===== src/rtl/xframepad_rt.sv =====
// Runtime-configurable frame padder: emits exactly iv_frame_len samples per frame,
// real data up to iv_max_data, then pad. Optional status counters: XFRAMEPAD_STATUS_EN.
module xframepad_rt #(
  parameter int              BWID         = 16,
  parameter int              LEN_W        = 11,
  parameter logic [BWID-1:0] PAD_VALUE    = '0,
  parameter bit              PAD_FREE_RUN = 1'b0
) (
  input  logic             clk,
  input  logic             rst,
  input  logic [BWID-1:0]  iv_data,
  input  logic             i_nd,
  input  logic             i_head,
  input  logic             i_tail,
  input  logic [LEN_W-1:0] iv_frame_len,
  input  logic [LEN_W-1:0] iv_max_data,
  input  logic             i_pad_mode,
  output logic [BWID-1:0]  ov_data,
  output logic             o_dv,
  output logic             o_head,
  output logic             o_tail,
`ifdef XFRAMEPAD_STATUS_EN
  output logic [31:0]      ov_frame_cnt,
  output logic [15:0]      ov_trunc_cnt,
`endif
  output logic             o_err
);

  typedef enum logic [1:0] {S_IDLE, S_DATA, S_PAD} state_t;

  state_t           r_state;
  logic [LEN_W-1:0] r_n, r_len, r_max;
  logic             r_mode;
  logic [BWID-1:0]  r_hold, r_data;
  logic             r_dv, r_head, r_tail, r_err;

  state_t           w_state_nxt;
  logic [LEN_W-1:0] w_n_nxt, w_len_cur, w_max_cur, w_max_in;
  logic [BWID-1:0]  w_emit_data;
  logic             w_emit, w_is_real, w_load, w_head, w_tail, w_err;

  assign w_max_in = (iv_max_data < iv_frame_len) ? iv_max_data : iv_frame_len;

  always_comb begin
    // NOTE: every output of this block gets a default first so no path infers a latch.
    w_state_nxt = r_state;
    w_n_nxt     = r_n;
    w_len_cur   = r_len;
    w_max_cur   = r_max;
    w_emit_data = r_data;
    w_emit      = 1'b0;
    w_is_real   = 1'b0;
    w_load      = 1'b0;
    w_head      = 1'b0;
    w_tail      = 1'b0;
    w_err       = 1'b0;
    case (r_state)
      S_IDLE: begin
        if (i_nd && i_head) begin
          if (iv_frame_len == '0) begin
            w_err = 1'b1;
          end else begin
            w_load      = 1'b1;
            w_emit      = 1'b1;
            w_is_real   = 1'b1;
            w_head      = 1'b1;
            w_emit_data = iv_data;
            w_n_nxt     = LEN_W'(1);
            w_len_cur   = iv_frame_len;
            w_max_cur   = w_max_in;
          end
        end
      end
      S_DATA: begin
        w_err = i_nd & i_head;
        if (i_nd) begin
          w_emit      = 1'b1;
          w_is_real   = 1'b1;
          w_emit_data = iv_data;
          w_n_nxt     = r_n + LEN_W'(1);
        end
      end
      S_PAD: begin
        w_err = i_nd & i_head;
        if (PAD_FREE_RUN || i_nd) begin
          w_emit      = 1'b1;
          w_emit_data = r_mode ? r_hold : PAD_VALUE;
          w_n_nxt     = r_n + LEN_W'(1);
        end
      end
      default: w_state_nxt = S_IDLE;
    endcase

    // '>=' rather than '==' so that max 0 still drops to PAD after the head sample.
    if (w_emit) begin
      if (w_n_nxt == w_len_cur) begin
        w_tail      = 1'b1;
        w_state_nxt = S_IDLE;
      end else if (w_is_real && (i_tail || w_n_nxt >= w_max_cur)) begin
        w_state_nxt = S_PAD;
      end else if (r_state == S_IDLE) begin
        w_state_nxt = S_DATA;
      end
    end
  end

  // NOTE: sequential state uses non-blocking assignments only, so every register sees pre-edge values.
  always_ff @(posedge clk) begin
    if (rst) begin
      r_state <= S_IDLE;
      r_n     <= '0;
      r_len   <= '0;
      r_max   <= '0;
      r_mode  <= 1'b0;
      r_hold  <= '0;
      r_data  <= '0;
      r_dv    <= 1'b0;
      r_head  <= 1'b0;
      r_tail  <= 1'b0;
      r_err   <= 1'b0;
    end else begin
      r_state <= w_state_nxt;
      r_n     <= w_n_nxt;
      r_dv    <= w_emit;
      r_head  <= w_head;
      r_tail  <= w_tail;
      r_err   <= w_err;
      if (w_emit) r_data <= w_emit_data;
      if (w_emit && w_is_real) r_hold <= iv_data;
      if (w_load) begin
        r_len  <= iv_frame_len;
        r_max  <= w_max_in;
        r_mode <= i_pad_mode;
      end
    end
  end

  assign ov_data = r_data;
  assign o_dv    = r_dv;
  assign o_head  = r_head;
  assign o_tail  = r_tail;
  assign o_err   = r_err;

`ifdef XFRAMEPAD_STATUS_EN
  logic [31:0] r_frame_cnt;
  logic [15:0] r_trunc_cnt;
  logic        w_trunc;

  // Truncated: the move to PAD was forced by the max limit, not by the input tail.
  assign w_trunc = w_emit & w_is_real & ~i_tail & (w_state_nxt == S_PAD);

  always_ff @(posedge clk) begin
    if (rst) begin
      r_frame_cnt <= '0;
      r_trunc_cnt <= '0;
    end else begin
      if (w_tail && (r_frame_cnt != '1)) r_frame_cnt <= r_frame_cnt + 32'd1;
      if (w_trunc && (r_trunc_cnt != '1)) r_trunc_cnt <= r_trunc_cnt + 16'd1;
    end
  end

  assign ov_frame_cnt = r_frame_cnt;
  assign ov_trunc_cnt = r_trunc_cnt;
`else
  // Status counters are not built in this configuration.
`endif

endmodule


===== config.mk =====
export PLATFORM = sky130hd
export DESIGN_NAME = xframepad_rt
export DESIGN_NICKNAME = d
export VERILOG_FILES = /design/src/rtl/xframepad_rt.sv
export SDC_FILE = /design/constraint.sdc
export NUM_CORES = 1
export LEC_CHECK = 0
export BUFFER_PORTS_ARGS = -buffer_cell sky130_fd_sc_hd__buf_2
export CAP_MARGIN = 10
export CORE_UTILIZATION = 25
export CTS_BUF_LIST = sky130_fd_sc_hd__clkbuf_4
export DETAILED_ROUTE_END_ITERATION = 10
export GPL_TIMING_DRIVEN = 0
export HOLD_SLACK_MARGIN = 0.05
export MAX_ROUTING_LAYER = met4
export PLACE_DENSITY = 0.5
export SETUP_SLACK_MARGIN = 0.15
export SYNTH_ARGS = -nofsm -noshare
export SYNTH_HDL_FRONTEND = slang
export SYNTH_SLANG_ARGS = --single-unit
export TNS_END_PERCENT = 30

===== constraint.sdc =====
create_clock -name clk -period 7.6 [get_ports clk]
set_input_delay 1.52 -clock clk [delete_from_list [all_inputs] [get_ports clk]]
set_output_delay 1.52 -clock clk [all_outputs]
set_load 0.01 [all_outputs]

==> run summary, run 1 <==
## Route
- 0 — count of unresolved DRC violations after routing
- 4.97 — drt via density
- 12100 µm — aggregate routed wire length
- 4 — router iterations before antenna repair
- 3926 — via total after detailed routing
- 0 — Antenna Nets Post-Route
- 251 — detailed router's first-iteration violation count
- 15.3 µm — final routed wire length divided by cell count

## CTS
- done — TritonCTS clock tree
- 2 — Longest Clk Path Bufs
- 0.44 ns — clk_lat worst skew
- 3 — H-tree depth reported by CTS
- clkbuf_4 — master cell of the clock root buffer
- 0 — hold buffer count at CTS
- 72 — sink count of the clock tree
- 9 — number of CTS-inserted buffers
- 0 — CTS resizes
- 0 — Post CTS Setup Buffer Count
- 0.13 ns — clock-pin slew on the worst setup and hold paths

## Synth
- dfxtp_1, ha_1, nand2_1, a21oi_1, nor2_1 — ranking of synthesized cells by area
- 60 — Unique masters post-synth
- 0% — Post-synth ARST share
- dfxtp_1 — most frequent cell after synthesis
- 568 — number of nets produced by synthesis
- 4070 µm² — netlist area before placement
- 495 — Cells after Synth
- dfxtp_1 — leading area contributor after synthesis
- 35.4% — portion of the post-synthesis area used by sequential elements
- dfxtp_1, nand2_1, nor2_1, a21oi_1, ha_1 — commonest cells in the netlist
- 0 — number of enable flip-flop cells after synthesis
- 35.4% — share of Yosys cell area claimed by the top area cell type
- 8.22 µm² — average cell area after synthesis
- 72 — register bit count reported by yosys
- 0 — count of synthesis-stage warnings from yosys
- dfxtp_1 — flip-flop cell with the highest count after synthesis

## Die
- 15900 µm² — core region area
- 130 µm — floorplan die height
- 130 µm — DIE WIDTH
- 25.6% — starting density of the core
- 46 — Rows
- 16800 µm² — area enclosed by the die boundary
- 64 — I/O pin total

## STA
- false — unrepaired setup endpoints after global routing
- 0.761 ns — Tightest Pin Transition
- 0.0206 ns — Final Skew
- 0 ns — total negative setup slack
- 195 MHz — peak clock frequency supported by timing
- 0 — final setup violation count
- 5.13 ns — min cycle time layout
- 67.5% — fraction of the cycle the final worst path needs
- 0 — count of final hold-check violations
- 49.0% — headroom to the max-slew limit
- 2.47 ns — min setup slack post-route
- 0 — count of pins over their slew limit

## Hold path
- flop to flop — worst hold-check path type
- r_hold[0] — Hold EP
- r_hold[0] — Worst Min Path Start
- 2 — Hold Path Stages

## Place
- 773 — number of cells after detailed placement
- 0.865 — placer's final routability congestion estimate
- 62 — number of buffer cells added on primary ports
- 4650 µm² — cell area after placement
- 9420 µm — half-perimeter wire length of the detailed placement result
- 2.00 ns — setup slack after placement

## GRT
- 0 — total gr overflow
- 3688 — vias in the first global route
- 15.4% — total routing usage reported by global routing
- 13 — maximum number of pins on one net before global-route repair
- 0 — antenna violations before repair
- 19300 µm — wire length of the first global-routing pass

## Power and ir drop
- 0.0000593 V — VDD IR max
- 1.90 nW — leakage component of the power
- 195 nW/µm² — power density cells

## Layout
- 30.0% — Post-Route Utilization
- 4760 µm² — post-layout instance area
- 641 — final net count
- 16.9% — Syn-to-layout area delta
- 790 — final standard cell count with taps included and fillers excluded
- 16.8% — fraction of layout instances using a drive strength above 1

## Worst setup path
- 5.49 ns — arrival time of data at the critical path endpoint
- primary input to flop — Crit Path Class
- 3.28 ns — setup slack of the most critical reg-to-reg path
- 10 — biggest fanout along the worst timing path
- primary input — crit path launch type
- flop — CP endpoint kind
- r_state[0] — Worst R2R End
- 18 — depth of the worst register-to-register path
- 7.96 ns — CP required
- r_state[0] — FF-to-FF Start

## Run status
- complete, no violations — outcome

## Job
- 0 — max_cap viols

## power by group
group / total (mW) / switching [mW] / internal, mW
sequential: 0.426 / 0.0158 / 0.410
combinational: 0.290 / 0.179 / 0.111
clock: 0.211 / 0.148 / 0.0631
## sequential cells by signal, indices dropped and copies added (netlist names)
register / cells
o_err: 1
o_tail: 1
r_hold: 16
r_state: 2
r_mode: 1
o_head: 1
r_max: 11
r_len: 11
ov_data: 16
o_dv: 1
r_n: 11
## through the flow
stage | power [mW] | hold WS (ns)
finish | 0.927 | 0.467
floorplan | 0.630 | 0.437
global route | 0.987 | 0.480
detailed placement | 0.724 | 0.448
CTS | 0.932 | 0.467
global placement | 0.719 | 0.443
## critical path: stages
cell	delay [ns]
buf_2	0.14
nor4_1	0.64
a31o_2	0.24
buf_2	0.22
buf_4	0.23
clkbuf_1	0.45
a21oi_1	0.13
a21o_1	0.22
ha_1	0.30
nor2b_1	0.14
o21a_1	0.16
o21ai_0	0.17
a211oi_1	0.10
a211oi_1	0.46
o21ai_0	0.14
a211oi_1	0.23
## cell families after synthesis
group | share of synthesized area [%]
AND/OR/NAND/NOR | 24.0
AO/OA/AOI/OAI | 25.1
flip-flops | 35.4
buffers and inverters | 4.74
adder cells (fa/ha/maj) | 8.92
XOR/XNOR | 1.51
multiplexers | 0.246
## placed cells by master, fill, tap and decap left out, types with 4 or more instances in the layout
cell	Yosys	layout
xnor2_1	6	6
a31oi_1	7	7
clkbuf_4	0	9
nand2b_1	16	16
ha_1	29	29
clkbuf_1	20	20
o21ai_0	9	9
nor2b_1	13	13
nor2_1	49	49
nand4_1	5	5
a311oi_1	17	17
a21oi_1	39	39
nand2_1	63	63
buf_2	6	68
a21o_1	15	15
a22oi_1	7	7
o21a_1	4	4
nand3_1	24	24
inv_1	17	17
a211oi_1	17	17
nor3_1	11	11
dfxtp_1	72	72
## final cells by class
cell class              instances  area [µm²]
multi-input cells             376        2430
inverters                      17        63.8
well taps                     216         270
plain buffers                  30         129
diodes                          1        2.50
clock inverters                 7        38.8
fillers                      1752       11100
repair buffers                 62         310
flip-flops and latches         72        1440
clock buffers                   9        67.6
## layer usage
layer / routed length, µm / global-route usage [%]
met2: 5490 / 23.6
met3: 513 / 2.44
met1: 5940 / 20.5
met5: 0 / -
met4: 129 / 5.27
## worst max-delay path by stage
stage	start	to	cells after the start
4_1_cts	iv_frame_len[5]	r_state[0]	18
3_5_place_dp	iv_frame_len[5]	r_state[0]	18
5_1_grt	iv_frame_len[5]	r_state[0]	18
3_3_place_gp	iv_frame_len[5]	r_state[0]	18
2_1_floorplan	iv_frame_len[5]	r_state[0]	17
6_report	iv_frame_len[7]	r_state[0]	16
(Power assumes the default switching activity.)
==> run 2, diff against run 1 <==
- PLACE_DENSITY: 0.5 -> 0.51
- clock period: 7.6 -> 4.5 ns (I/O delays scaled with it)
==> run summary, run 2 (same netlist as run 1, synthesis figures left out) <==
## Layout
- 1731 — filler cell count in the final layout
- 798 — final standard cell count with taps included and fillers excluded
- 19.4% — fraction of layout instances using a drive strength above 1
- 4920 µm² — post-layout instance area
- 649 — final net count
- 20.9% — Syn-to-layout area delta
- dfxtp_1, buf_2, nand2_1 — most frequent cells in the layout
- 31.0% — Post-Route Utilization
- dfxtp_1 — leading cell type in the layout, fill and taps excluded

## GRT
- 0 — total gr overflow
- 0 — antenna violations before repair
- 13 — maximum number of pins on one net before global-route repair
- 15.3% — total routing usage reported by global routing
- 3746 — vias in the first global route
- 19300 µm — wire length of the first global-routing pass

## STA
- false — unrepaired setup endpoints after global routing
- 4.17 ns — min cycle time layout
- 240 MHz — peak clock frequency supported by timing
- 0.328 ns — min setup slack post-route
- 0 — count of final hold-check violations
- 0 ns — total negative setup slack
- 49.0% — headroom to the max-slew limit
- 0.0168 ns — Final Skew
- 0.466 ns — tightest hold margin
- 0.762 ns — Tightest Pin Transition
- 0 — count of pins over their slew limit
- 92.7% — fraction of the cycle the final worst path needs
- 0 — final setup violation count

## Route
- 0 — Antenna Nets Post-Route
- 15.3 µm — final routed wire length divided by cell count
- 176 — detailed router's first-iteration violation count
- 12200 µm — aggregate routed wire length
- 3960 — via total after detailed routing
- 6 — router iterations before antenna repair
- 0 — count of unresolved DRC violations after routing
- 4.96 — drt via density

## Worst setup path
- 4.52 ns — arrival time of data at the critical path endpoint
- a2111oi_4 — slowest stage cell, crit path
- flop — CP endpoint kind
- 5 — biggest fanout along the worst timing path
- primary input to flop — Crit Path Class
- buf_2 -> inv_1 -> ha_1 -> a21o_1 -> a2111oi_4 -> o21ai_2 -> a221oi_2 -> buf_4 -> clkdlybuf4s15_2 -> buf_4 -> a21oi_1 -> a21o_1 -> ha_1 -> nand4_1 -> nor2_1 -> o21a_1 -> a211oi_2 -> o21ai_1 -> a211oi_1 — CP cell instances
- 4.85 ns — CP required
- primary input — crit path launch type
- 0.35 ns — Largest stage delay, worst path

## Die
- 15900 µm² — core region area
- 64 — I/O pin total
- 130 µm — DIE WIDTH
- 25.6% — starting density of the core
- 46 — Rows
- 130 µm — floorplan die height
- 16800 µm² — area enclosed by the die boundary

## Power and ir drop
- 1.70 mW — power after layout
- 1.98 nW — leakage component of the power
- 27.7% — portion of total power attributed to the clock network
- 1.12 mW — internal cell power
- 0.000120 V — VDD IR max
- 346 nW/µm² — power density cells
- 581 µW — NetSw
- 30.2% — share of power burned in combinational logic
- 42.2% — sequential cell fraction of total power
- 34.1% — switching share of power

## CTS
- 3 — H-tree depth reported by CTS
- 72 — sink count of the clock tree
- clkbuf_4 — master cell of the clock root buffer
- 9 — number of CTS-inserted buffers
- 0.11 ns — clock-pin slew on the worst setup and hold paths
- 0.44 ns — clk_lat worst skew
- done — TritonCTS clock tree
- 0 — hold buffer count at CTS
- 2 — Longest Clk Path Bufs

## Job
- 0 — max_cap viols

## Place
- 0.853 — placer's final routability congestion estimate
- 9420 µm — half-perimeter wire length of the detailed placement result
- 773 — number of cells after detailed placement
- 62 — number of buffer cells added on primary ports
- -0.665 ns — setup slack after placement
- 4650 µm² — cell area after placement

## Hold path
- flop to flop — worst hold-check path type

## Run status
- complete, no violations — outcome

-- run 2: cell type report --
| class | count | area, µm² | share of cell area, % |
|---|---|---|---|
| multi-input cells | 376 | 2470 | 50.3 |
| flip-flops and latches | 72 | 1440 | 29.3 |
| repair buffers | 70 | 374 | 7.60 |
| well taps | 216 | 270 | 5.49 |
| plain buffers | 30 | 134 | 2.72 |
| clock inverters | 6 | 83.8 | 1.70 |
| clock buffers | 10 | 75.1 | 1.53 |
| inverters | 17 | 63.8 | 1.30 |
| diodes | 1 | 2.50 | 0.0509 |
-- run 2: worst paths after layout --
| check | startpoint | endpoint | slack [ns] | cells after the start |
|---|---|---|---|---|
| worst min register to register | r_hold[11] | r_hold[11] | 0.47 | 2 |
| worst max-delay path | iv_frame_len[5] | r_state[0] | 0.33 | 19 |
| worst max register to register | r_state[0] | r_state[0] | 0.51 | 16 |
| worst min-delay path | r_hold[11] | r_hold[11] | 0.47 | 2 |
-- run 2: critical path, delay by kind of cell --
kind | cells | cell delay, ns
buffers and inverters | 5 | 0.76
AOI/OAI and AO/OA | 10 | 2.11
adders and majority gates | 2 | 0.60
and+or+nand+nor | 2 | 0.14
-- run 2: what timing repair did --
action | 4_1_cts | 5_1_grt
cloned | 0 | 1
pin swaps | 1 | 2
setup endpoints to repair | 2 | 2
resized for setup | 6 | 8
setup buffers | 0 | 7
-- run 2: per-layer routing --
layer	GRT usage, %	share of wire (%)	up-vias
li1	-	-	1968
met2	24.3	46	78
met1	20.1	48	1904
met4	4.17	1.1	0
met3	2.35	4.5	10
met5	-	0	-
-- run 2: power groups by stage --
stage	Clock (mW)	Sequential, mW	Combinational, mW
5_1_grt	0.509	0.726	0.576
3_3_place_gp	0	0.732	0.481
4_1_cts	0.484	0.719	0.496
6_report	0.471	0.719	0.514
3_5_place_dp	0	0.734	0.489
2_1_floorplan	0	0.739	0.324
==> run 3, diff against run 2 <==
- MAX_ROUTING_LAYER: met4 -> not set
==> run summary, run 3 (same netlist as run 1, synthesis figures left out) <==
## Place
- 4650 µm² — cell area after placement
- 0.840 — placer's final routability congestion estimate
- 62 — number of buffer cells added on primary ports
- 9420 µm — half-perimeter wire length of the detailed placement result

## Worst setup path
- iv_frame_len[5] — Crit. Startpoint
- flop — CP endpoint kind
- a2111oi_4 — slowest stage cell, crit path
- 4.84 ns — CP required
- r_state[0] — FF-to-FF Start
- 4.53 ns — arrival time of data at the critical path endpoint
- compound AO/OA/AOI/OAI gates — cell family with the largest share of critical-path delay
- primary input — crit path launch type
- 5 — buffers plus inverters on the worst setup path
- primary input to flop — Crit Path Class
- buf_2 -> inv_1 -> ha_1 -> a21o_1 -> a2111oi_4 -> o21ai_2 -> a221oi_2 -> buf_4 -> clkdlybuf4s15_2 -> buf_4 -> a21oi_1 -> a21o_1 -> ha_1 -> nand4_1 -> nor2_1 -> o21a_1 -> a211oi_2 -> o21ai_1 -> a211oi_1 — CP cell instances
- 0.35 ns — Largest stage delay, worst path
- 5 — biggest fanout along the worst timing path
- 0.51 ns — setup slack of the most critical reg-to-reg path

## Power and ir drop
- 1.98 nW — leakage component of the power
- 1.71 mW — power after layout
- 347 nW/µm² — power density cells
- 0.000120 V — VDD IR max

## Layout
- 19.4% — fraction of layout instances using a drive strength above 1
- 20.8% — Syn-to-layout area delta
- 31.0% — Post-Route Utilization
- 4920 µm² — post-layout instance area
- 1728 — filler cell count in the final layout
- dfxtp_1, buf_2, nand2_1 — most frequent cells in the layout
- 0 — antenna diode instance count
- dfxtp_1 — leading cell type in the layout, fill and taps excluded
- 649 — final net count

## Die
- 130 µm — floorplan die height
- 16800 µm² — area enclosed by the die boundary
- 25.6% — starting density of the core
- 46 — Rows
- 64 — I/O pin total
- 15900 µm² — core region area
- 130 µm — DIE WIDTH

## Route
- 202 — detailed router's first-iteration violation count
- 4.94 — drt via density
- 0 — Antenna Nets Post-Route
- 0 — count of unresolved DRC violations after routing
- 4 — router iterations before antenna repair
- 15.3 µm — final routed wire length divided by cell count
- 3936 — via total after detailed routing
- 12200 µm — aggregate routed wire length

## CTS
- 72 — sink count of the clock tree
- 2 — Longest Clk Path Bufs
- 3 — H-tree depth reported by CTS
- done — TritonCTS clock tree
- 0.44 ns — clk_lat worst skew
- 9 — number of CTS-inserted buffers
- clkbuf_4 — master cell of the clock root buffer
- 0.11 ns — clock-pin slew on the worst setup and hold paths

## GRT
- 0 — antenna violations before repair
- 19300 µm — wire length of the first global-routing pass
- 13 — maximum number of pins on one net before global-route repair
- 14.9% — total routing usage reported by global routing
- 0 — total gr overflow
- 3738 — vias in the first global route

## Job
- 0 — max_cap viols

## Run status
- complete, no violations — outcome

## STA
- 0 — count of final hold-check violations
- false — unrepaired setup endpoints after global routing
- 239 MHz — peak clock frequency supported by timing
- 0 ns — total negative setup slack
- 0 — final setup violation count
- 0.465 ns — tightest hold margin
- 0 — count of pins over their slew limit
- 0.0168 ns — Final Skew
- 48.7% — headroom to the max-slew limit
- 4.19 ns — min cycle time layout
- 0.767 ns — Tightest Pin Transition
- 93.1% — fraction of the cycle the final worst path needs

## Hold path
- flop to flop — worst hold-check path type
- r_hold[11] — Worst Min Path Start

-- run 3: cell types whose count changed in the layout (fill, tap and decap cells not counted), sizes merged --
cell / delta
diode: -1
-- run 3: what timing repair did --
action                                  CTS  global route
pin swaps                                 1             2
cloned                                    0             1
gates resized for setup                   6             8
hold buffers                              0             0
endpoints found under the setup margin    2             2
buffers inserted                          0             7
endpoints found under the hold margin     0             0
-- run 3: layer usage --
layer  vias up  global-route usage, %  routed length [µm]
met4         0                   4.17                 143
li1       1967                      -                   -
met5         -                      0                   0
met1      1879                   20.2                5960
met2        77                   24.2                5630
met3        13                   2.35                 472
-- run 3: power breakdown --
group,switching (mW),total (mW),internal (mW)
registers,0.0268,0.719,0.692
logic,0.312,0.514,0.202
clock network,0.244,0.473,0.229
total,0.583,1.71,1.12
-- run 3: worst paths after layout --
path              cells past startpoint          to
setup reg to reg                     16  r_state[0]
hold reg to reg                       2  r_hold[11]
hold / removal                        2  r_hold[11]
setup / recovery                     19  r_state[0]
-- run 3: worst reg2reg max path, cell delays in order, from the launching register on --
cell and delay [ns]:
dfxtp_1 0.37, inv_1 0.12, ha_1 0.16, buf_4 0.19, nand3_1 0.22, a31oi_1 0.64, clkbuf_1 0.40, nor2_1 0.10
a21o_1 0.18, ha_1 0.30, nor2b_1 0.14, o21a_1 0.16, o21ai_1 0.14, a211oi_1 0.11, a211oi_2 0.34, o21ai_1 0.10
a211oi_1 0.23
-- run 3: layout make-up --
class	instances	area (µm²)	share of cell area, %
Clock buffer	10	75.1	1.53
Sequential cell	72	1440	29.3
Timing Repair Buffer	70	374	7.61
Tap cell	216	270	5.50
Clock inverter	6	83.8	1.70
Inverter	17	63.8	1.30
Buffer	30	134	2.72
Multi-Input combinational cell	376	2470	50.3
-- run 3: metrics by stage --
step | setup WS [ns] | instances
6_report | 0.309 | 797
5_1_grt | 0.146 | 797
4_1_cts | 0.152 | 789
3_5_place_dp | -0.665 | 773
3_3_place_gp | -0.475 | 773
2_1_floorplan | 0.445 | 495
